File: src/rtl/mixer_pkg.sv
// Shared types and helpers for the time-multiplexed channel mixer.
// Holds the FSM state type, accumulator sizing and the saturating narrow.
package mixer_pkg;

  typedef enum logic [1:0] {
    IDLE,
    ACCUM,
    FINAL,
    OUTPUT
  } state_t;

  localparam int SAT_MAX_W = 64;

  typedef struct packed {
    logic                        clip;
    logic signed [SAT_MAX_W-1:0] value;
  } sat_t;

  // Sign, full product width, and log2(NUM_CH) bits of growth for the sum.
  function automatic int acc_width(input int sample_w, input int vol_w, input int num_ch);
    return sample_w + vol_w + 1 + $clog2(num_ch);
  endfunction

  function automatic sat_t sat_narrow(input logic signed [SAT_MAX_W-1:0] val, input int width);
    logic signed [SAT_MAX_W-1:0] hi;
    logic signed [SAT_MAX_W-1:0] lo;
    sat_t                        res;
    hi = (SAT_MAX_W'(1) << (width - 1)) - SAT_MAX_W'(1);
    lo = ~hi;
    res.clip = (val > hi) || (val < lo);
    if (val > hi)
      res.value = hi;
    else if (val < lo)
      res.value = lo;
    else
      res.value = val;
    return res;
  endfunction

endpackage

File: src/rtl/mixer_saturator.sv
// Combinational attenuation shift and saturation of the mixer accumulator.
// Floor rounding comes from the arithmetic right shift.
module mixer_saturator
  import mixer_pkg::*;
#(
  parameter int IN_W     = 27,
  parameter int SHIFT    = 9,
  parameter int SAMPLE_W = 16
) (
  input  logic signed [IN_W-1:0]     value,
  output logic signed [SAMPLE_W-1:0] result,
  output logic                       clip
);

  logic signed [IN_W-1:0]      shifted;
  logic signed [SAT_MAX_W-1:0] wide;
  sat_t                        sat;
  logic                        sat_unused;

  assign shifted = value >>> SHIFT;
  assign wide    = {{(SAT_MAX_W-IN_W){shifted[IN_W-1]}}, shifted};

  always_comb begin
    sat    = sat_narrow(wide, SAMPLE_W);
    result = sat.value[SAMPLE_W-1:0];
    clip   = sat.clip;
  end

  // Clamped value always fits in SAMPLE_W bits; upper bits are redundant sign.
  assign sat_unused = ^sat.value[SAT_MAX_W-1:SAMPLE_W];

endmodule

File: src/rtl/channel_mixer.sv
// N-channel audio mixer: one multiply-accumulate per cycle over a latched frame,
// then attenuate, saturate and hold the result on a valid/ready output.
module channel_mixer
  import mixer_pkg::*;
#(
  parameter int NUM_CH      = 4,
  parameter int SAMPLE_W    = 16,
  parameter int VOL_W       = 8,
  parameter int ATTEN_SHIFT = 2
) (
  input  logic                         clk,
  input  logic                         reset,
  input  logic                         in_valid,
  output logic                         in_ready,
  input  logic [NUM_CH*SAMPLE_W-1:0]   samples,
  input  logic [NUM_CH*VOL_W-1:0]      volumes,
  input  logic [NUM_CH-1:0]            mute,
  output logic                         out_valid,
  input  logic                         out_ready,
  output logic signed [SAMPLE_W-1:0]   out_sample,
  output logic                         clip
);

  localparam int ACC_W  = acc_width(SAMPLE_W, VOL_W, NUM_CH);
  localparam int PROD_W = SAMPLE_W + VOL_W + 1;
  localparam int IDX_W  = $clog2(NUM_CH);
  localparam int SHIFT  = VOL_W - 1 + ATTEN_SHIFT;

  state_t                      state;
  state_t                      state_next;
  logic                        accept;
  logic                        last;
  logic [NUM_CH*SAMPLE_W-1:0]  frame_samples;
  logic [NUM_CH*VOL_W-1:0]     frame_volumes;
  logic [NUM_CH-1:0]           frame_mute;
  logic [IDX_W-1:0]            idx;
  logic signed [ACC_W-1:0]     acc;
  logic signed [SAMPLE_W-1:0]  cur_sample;
  logic [VOL_W-1:0]            cur_vol;
  logic signed [PROD_W-1:0]    prod;
  logic signed [ACC_W-1:0]     term;
  logic signed [SAMPLE_W-1:0]  sat_sample;
  logic                        sat_clip;

  assign in_ready  = (state == IDLE) && !reset;
  assign out_valid = (state == OUTPUT);
  assign accept    = in_valid && in_ready;
  assign last      = (idx == IDX_W'(NUM_CH - 1));

  always_ff @(posedge clk) begin
    if (reset)
      state <= IDLE;
    else
      state <= state_next;
  end

  always_comb begin
    state_next = state;
    case (state)
      IDLE:    if (accept) state_next = ACCUM;
      ACCUM:   if (last) state_next = FINAL;
      FINAL:   state_next = OUTPUT;
      OUTPUT:  if (out_ready) state_next = IDLE;
      default: state_next = IDLE;
    endcase
  end

  // Frame capture: buses are sampled only on the accept edge.
  always_ff @(posedge clk) begin
    if (accept) begin
      frame_samples <= samples;
      frame_volumes <= volumes;
      frame_mute    <= mute;
    end
  end

  // MAC: signed sample times zero-extended volume, sign-extended into acc.
  always_comb begin
    cur_sample = frame_samples[idx*SAMPLE_W +: SAMPLE_W];
    cur_vol    = frame_volumes[idx*VOL_W +: VOL_W];
    prod       = cur_sample * $signed({1'b0, cur_vol});
    term       = frame_mute[idx] ? '0 : {{(ACC_W-PROD_W){prod[PROD_W-1]}}, prod};
  end

  always_ff @(posedge clk) begin
    if (reset) begin
      acc        <= '0;
      idx        <= '0;
      out_sample <= '0;
      clip       <= 1'b0;
    end else begin
      case (state)
        IDLE: begin
          if (accept) begin
            acc <= '0;
            idx <= '0;
          end
        end
        ACCUM: begin
          acc <= acc + term;
          idx <= last ? '0 : idx + 1'b1;
        end
        FINAL: begin
          out_sample <= sat_sample;
          clip       <= sat_clip;
        end
        default: ;
      endcase
    end
  end

  mixer_saturator #(
    .IN_W     (ACC_W),
    .SHIFT    (SHIFT),
    .SAMPLE_W (SAMPLE_W)
  ) u_sat (
    .value  (acc),
    .result (sat_sample),
    .clip   (sat_clip)
  );

endmodule

File: config.mk
export PLATFORM = sky130hd
export DESIGN_NAME = channel_mixer
export DESIGN_NICKNAME = d
export VERILOG_FILES = /design/src/rtl/mixer_pkg.sv /design/src/rtl/mixer_saturator.sv /design/src/rtl/channel_mixer.sv
export SDC_FILE = /design/constraint.sdc
export NUM_CORES = 1
export LEC_CHECK = 0
export CAP_MARGIN = 20
export CORE_ASPECT_RATIO = 0.75
export CORE_UTILIZATION = 63
export DETAILED_ROUTE_END_ITERATION = 8
export GPL_TIMING_DRIVEN = 1
export HOLD_SLACK_MARGIN = 0.03
export PLACE_DENSITY = 0.88
export SYNTH_ARGS = -nofsm -noshare
export SYNTH_HDL_FRONTEND = slang
export SYNTH_SLANG_ARGS = --single-unit
File: constraint.sdc
create_clock -name clk -period 21.4 [get_ports clk]
set_clock_uncertainty 0.05 [all_clocks]
set_input_delay 4.28 -clock clk [delete_from_list [all_inputs] [get_ports clk]]
set_output_delay 4.28 -clock clk [all_outputs]
set_load 0.1 [all_outputs]
== Yosys cells after proc, flatten, opt, wreduce, memory -nomap -nowiden ==
Index checks and enable logic that the tools add are counted.
Word-level totals
  bits of input ports: 104
  output and inout port bits: 19
  register bits after elaboration: 148
  word-level logic and storage cells: 45
Operators by class
  multipliers: 1
  muxes and demuxes: 14
  order comparisons: 3
  add/subtract/negate cells: 2
  reduce and logical (&&, ||, !) cells: 8
  eq/ne operators: 7
  shift-type cells: 2
Operator list (count)
  64-bit by 7-bit variable part select with 16-bit output: 1
  27-bit 2-to-1 mux: 2
  27-bit one-hot mux with 2 select lines: 1
  16-bit 2-to-1 mux: 2
  32-bit by 6-bit variable part select with 8-bit output: 1
  27-bit adder: 1
  16-bit by 9-bit multiplier with 25-bit output: 1
  18-bit by 16-bit greater-than comparator with 1-bit output, second input constant: 1
  18-bit by 16-bit less-than comparator with 1-bit output, second input constant: 1
  2-bit 2-to-1 mux: 5
  2-bit one-hot mux with 4 select lines: 1
  2-bit == test, second input constant: 3
  2-bit != test, second input constant: 2
  2-bit one-hot mux with 2 select lines: 1
  2-bit by 3-bit less-than comparator with 1-bit output, second input constant: 1
  3-bit AND reduction: 1
  2-bit by 1-bit adder with 2-bit output, second input constant: 1
  1-bit binary-select mux with 2-bit select: 1
  2-bit by 1-bit == test with 1-bit output, second input constant: 1
  1-bit logical AND: 2
  2-bit logical NOT: 1
  2-bit by 1-bit != test with 1-bit output, second input constant: 1
  2-bit AND reduction: 1
  2-bit nonzero test: 1
  other kinds (3): 3

== Logic depth before layout (Yosys ltp) ==
Gate-level depths: netlist of run 1.
  depth after elaboration: 5
  gate-level depth with buffers: 33
  gate-level depth less buffers: 30

== Modules after synthesis ==
A second synthesis of run 1 with hierarchy kept.
Unflattened totals
  cell total of the unflattened synthesis: 1115
  area total of the unflattened synthesis: 11795.1 um^2
By module, submodules not included
  channel_mixer: cells an instance 1058, instances 1, seq. area each 3963.8 um^2, area an instance 11354.6 um^2
  mixer_saturator: cells an instance 57, instances 1, seq. area each 0.0 um^2, area an instance 440.4 um^2

== Worst setup path after synthesis of run 1 ==
Ideal clock, no wire load.
  path type: input to output
  from: input reset
  to: output in_ready
  arrival: 5.647 ns
  path buffers: 0
  setup slack: 11.423 ns
  stages: 1
  data required time: 17.070 ns
  cells stage by stage: nor2b_1
On the way
  cells in the longest elaborated chain, start to end: 2
RTL lines
  from (decl): RTL line channel_mixer.sv:12  | input logic reset,
  1-bit logical NOT: RTL line channel_mixer.sv:45  | assign in_ready = (state == IDLE) && !reset;
  1-bit logical AND: RTL line channel_mixer.sv:45
  to (decl): RTL line channel_mixer.sv:14  | output logic in_ready,
Every way passes these cells.

== Worst setup path in the final report of run 1 ==
Same ends and word-level chain as after synthesis.

==> impl_metrics.toml, run 1 <==
[run_status]
status = "complete, no violations"

[timing]
finalCriticalPeriod_ns = 10.65
fmax_mhz = 93.9
finalSetupTns_ns = 0
relSlewSlack_pct = 25.8
layout_worst_path_cycle_share_pct = 49.8
worstMarginPinSlew_ns = 1.11
drv_slew = 0
setup_viol = 0
final_hold_viol_count = 0
rsz0062_at_grt = "no"

[clock_tree]
cts_tree = "yes"
clockBufferDepth = 2
htreeDepth = 4
cts.sinks = 148
holdBufCountCts = 0
post_cts_resized = 0
cts_buffers = 17
path_clk_slew_ns = 0.07
clock-root-buffer = "clkbuf_16"
insertion_delay_ns = 0.44
post-cts-setup-buffers = 0

[worst_setup_path]
max_stage_delay_ns = 1.15
cp_max_fo = 49
worst_path_most_repeated_cell = "clkdlybuf4s50_1"
cp.arrival_ns = 6.32
endpoint_kind = "output pin"
start_kind = "input pin"
path_cells = "clkdlybuf4s50_1 > buf_4 > nor2b_1 > clkdlybuf4s50_1"
critPathRequiredTime_ns = 17.07
criticalPathCategory = "in -> out"
cp_slowest_cell = "clkdlybuf4s50_1"

[die]
start_util_pct = 64.4
fp.dieH_um = 118
ios = 123
dieArea_um2 = 18500
placementRows = 42
core_area_um2 = 17600
die_x_um = 157

[job]
cap_violations = 0

[synthesis]
synth_top_area_share_pct = 26.5
synth_cell_types = 59
ys_ff_latch = 148
synth_fp_nets = 1364
synth.yosys.seq_area_share_pct = 35.0
synth_top_cell_by_area = "edfxtp_1"
ys.flop_type = "edfxtp_1"
syn_area_um2 = 11300
synth-edff-count = 100
synth_cells = 1076
syn_avg_cell_area_um2 = 10.5
yosys.cell_count.top_type = "inv_1"
synth_top_cells_by_count = "inv_1, fa_1, edfxtp_1"
ys_top_cells_by_area = "edfxtp_1, fa_1, ha_1"
synthArstFlopShare_pct = 0
yosys_warnings = 0

[global_routing]
grt_max_degree = 91
grt_antenna_before_repair = 0
grt_pass1_wl_um = 40400
grt_pass1_vias = 8484
grt_overflow = 0
track_usage_pct = 28.5

[final_layout]
antenna_cells = 0
finalNetCount = 1481
nFillCells = 1085
drive_gt1_share_pct = 6.22
syn_to_final_growth_pct = 18.1

[placement]
dp_hpwl_um = 17900
place.port_buffers = 122
place.gp.congestion = 0.844

[drt]
drt-pass1-iter-count = 5
wl_um = 25200
antenna_left = 0
wl_per_cell_um = 17.4
via_per_inst = 5.73
drt_iter0_drc = 637
drc = 0
via_count = 8294

[worst_hold_path]
min_path_type = "reg -> reg"
==> logic make-up after synthesis <==
group	Yosys count	synth area share, %
adder cells (fa/ha/maj)	185	27.2
XOR/XNOR	35	2.71
AND/OR/NAND/NOR	294	12.5
flip-flops	148	35.0
buffers and inverters	206	6.86
multiplexers	27	5.15
AO/OA/AOI/OAI	181	10.5
==> metal layers <==
layer  vias to the layer above  GRT usage (%)  routed length (µm)
li1                       3843              -                   -
met1                      4021           36.8               10100
met2                       364           47.2               12600
met3                        66           5.87                1840
met4                         0           11.2                 688
met5                         -              0                   0
==> final cells by class <==
class | count | area [µm²] | area share [%]
clock buffer | 17 | 425 | 3.18
clock inverter | 15 | 175 | 1.31
inverter | 176 | 662 | 4.94
multi-input combinational | 722 | 6590 | 49.2
sequential | 148 | 3970 | 29.6
tap | 242 | 303 | 2.26
timing repair buffer | 128 | 1270 | 9.46
==> critical path: cells and delay by family <==
kind | cells | cell delay [ns]
AND/OR/NAND/NOR | 1 | 0.20
buffers and inverters | 3 | 1.83
==> path summary, 6_finish.rpt <==
path / startpoint / to / slack (ns) / depth (start not counted)
setup / recovery: reset / in_ready / 10.75 / 4
hold / removal: out_sample[10] / out_sample[10] / 0.42 / 2
setup reg to reg: idx[0] / acc[25] / 12.72 / 29
hold reg to reg: out_sample[10] / out_sample[10] / 0.42 / 2
==> state kept, by name, summed over array words and instances (netlist names) <==
| signal | flops |
|---|---|
| clip | 1 |
| state | 2 |
| idx | 2 |
| frame_mute | 4 |
| frame_volumes | 32 |
| acc | 27 |
| frame_samples | 64 |
| out_sample | 16 |
==> layout by cell type, fill, tap and decap left out, types with 17 or more instances in the layout <==
cell             count
nand2b_1            23
clkdlybuf4s50_1    122
nor2_1              76
and2_1              61
a22oi_1             18
clkbuf_16           17
nand2_1             89
ha_1                81
dfxtp_1             47
inv_1              175
a21oi_1             53
mux4_2              25
xnor2_1             27
fa_1               103
o21ai_0             42
edfxtp_1           100
==> per-stage QoR <==
step	util, %	setup WS (ns)	std cells	hold WS, ns	cell area [µm²]
global route	76.0	10.66	1448	0.441	13400
floorplan	-	11.42	1076	0.396	11300
global placement	72.6	10.75	1416	0.407	12800
CTS	76.0	10.75	1448	0.422	13400
finish	76.0	10.75	1448	0.417	13400
detailed placement	72.6	10.75	1416	0.410	12800
Power of run 1 is left out: the tool's default activity adds up to more than one toggle a clock period on the data nets, which glitch-free logic cannot reach.
==> inputs of run 2 (changes only) <==
--- a/config.mk
+++ b/config.mk
@@ -7,11 +7,11 @@
 export LEC_CHECK = 0
 export CAP_MARGIN = 20
 export CORE_ASPECT_RATIO = 0.75
-export CORE_UTILIZATION = 63
+export CORE_UTILIZATION = 53
 export DETAILED_ROUTE_END_ITERATION = 8
 export GPL_TIMING_DRIVEN = 1
 export HOLD_SLACK_MARGIN = 0.03
-export PLACE_DENSITY = 0.88
+export PLACE_DENSITY = 0.79
 export SYNTH_ARGS = -nofsm -noshare
 export SYNTH_HDL_FRONTEND = slang
 export SYNTH_SLANG_ARGS = --single-unit
==> constraint.sdc (replaced) <==
create_clock -name clk -period 9.73 [get_ports clk]
set_clock_uncertainty 0.05 [all_clocks]
set_input_delay 1.946 -clock clk [delete_from_list [all_inputs] [get_ports clk]]
set_output_delay 1.946 -clock clk [all_outputs]
set_load 0.1 [all_outputs]
==> run 2 against run 1 <==
Wire length fell by 0.77%. First-iteration DRC count grew 10%. Cell count increased by 2.8%. Clock-buffer cell count unchanged.
==> impl_metrics.toml, run 2 (same netlist as run 1, synthesis figures left out) <==
[run_status]
status = "complete, no violations"

[timing]
setup_viol = 0
fmax_mhz = 117
layout_worst_path_cycle_share_pct = 88.0
final_hold_viol_count = 0
worstMarginPinSlew_ns = 1.07
rsz0062_at_grt = "no"
finalSetupTns_ns = 0
drv_slew = 0
relSlewSlack_pct = 28.4
finalCriticalPeriod_ns = 8.57

[drt]
drt-pass1-iter-count = 5
antenna_left = 0
via_count = 8194
wl_per_cell_um = 16.8
drc = 0
wl_um = 25000
via_per_inst = 5.50
drt_iter0_drc = 702

[worst_setup_path]
cp_max_fo = 24
cp_slowest_cell = "dfxtp_2"
r2r_slack_ns = 1.16
r2r_start = "idx[0]"
endpoint_kind = "flop"
criticalPathCategory = "reg -> reg"
rr_endpoint = "acc[25]"
critPathRequiredTime_ns = 10.02
start_kind = "flop"
max_stage_delay_ns = 0.91
cp.arrival_ns = 8.85
reg2regPathDepth = 29
path_buf_inv = 3
cp_top_family = "adder cells"

[final_layout]
reg.largest.list = "frame_samples x64, frame_volumes x32, acc x27"
drive_gt1_share_pct = 6.30
regMostFlops = "frame_samples"
multi_input_area_um2 = 6590
regArea_um2 = 3970
nFillCells = 1566
antenna_cells = 0
largest_reg_flops = 64
final_cell_mix = "inv_1, clkdlybuf4s50_1, fa_1"
finalNetCount = 1482
layout_commonest_cell = "inv_1"
syn_to_final_growth_pct = 18.7

[die]
fp.dieH_um = 129
placementRows = 45
ios = 123
start_util_pct = 55.0
core_area_um2 = 20600
dieArea_um2 = 22000
die_x_um = 171

[clock_tree]
cts_buffers = 17
htreeDepth = 4
clock-root-buffer = "clkbuf_16"
post_cts_resized = 0
cts_tree = "yes"
post-cts-setup-buffers = 0
clockBufferDepth = 2
cts.sinks = 148
insertion_delay_ns = 0.44
path_clk_slew_ns = 0.08
holdBufCountCts = 0

[job]
cap_violations = 0

[global_routing]
busiest_layer = "met2"
grt_antenna_before_repair = 0
met1_usage_pct = 33.5
grt_max_degree = 60
grt.met2_usage_pct = 38.4
grt_overflow = 0
grt_pass1_vias = 8234
track_usage_pct = 23.9
grt_pass1_wl_um = 40700
grtUsageMet3_pct = 4.83

[worst_hold_path]
min_path_type = "reg -> reg"
hold_depth = 2
hold_path_end = "out_sample[11]"
min_from = "out_sample[11]"

[placement]
place.gp.congestion = 0.907
dp_hpwl_um = 18800
place.port_buffers = 122
run 2: changes by cell type in the layout (fill, tap and decap cells not counted), sizes merged:
cell	delta
clkinv	+4
buf	+1
inv	-4
run 2: metal layers:
metal	vias to the layer above	wire (µm)	share of wire (%)
met3	37	1470	5.9
met1	4028	11200	45
met4	0	401	1.6
met5	-	0	0
met2	289	11900	48
li1	3840	-	-
run 2: metrics by stage:
stage	hold WS (ns)	std cells	setup slack (ns)	area, µm²	utilization, %
6_report	0.421	1489	1.16	13500	65.3
5_1_grt	0.434	1489	0.676	13500	65.3
4_1_cts	0.423	1489	1.23	13500	65.3
3_5_place_dp	0.410	1457	1.30	12800	62.3
3_3_place_gp	0.407	1457	1.43	12800	62.3
2_1_floorplan	0.396	1076	1.76	11300	-
run 2: cell type report:
cell class	count	share of cell area (%)
flip-flops and latches	148	29.5
clock inverters	15	1.36
repair buffers	129	9.47
clock buffers	17	3.16
well taps	282	2.62
inverters	176	4.92
multi-input cells	722	49.0
run 2: worst max-delay path by stage:
stage,start,endpoint,slack (ns),depth (start not counted)
global placement,idx[0],acc[25],1.43,27
global route,idx[0],acc[25],0.68,29
detailed placement,idx[0],acc[25],1.30,27
floorplan,idx[0],acc[25],1.76,32
CTS,idx[0],acc[25],1.23,27
finish,idx[0],acc[25],1.16,29
run 2: tightest hold or removal path, delay by kind of cell (launching register included):
| kind | cells | cell delay, ns |
|---|---|---|
| compound gates | 1 | 0.05 |
| flops | 1 | 0.31 |
| simple gates | 1 | 0.06 |
Power of run 2 is left out for the same reason.
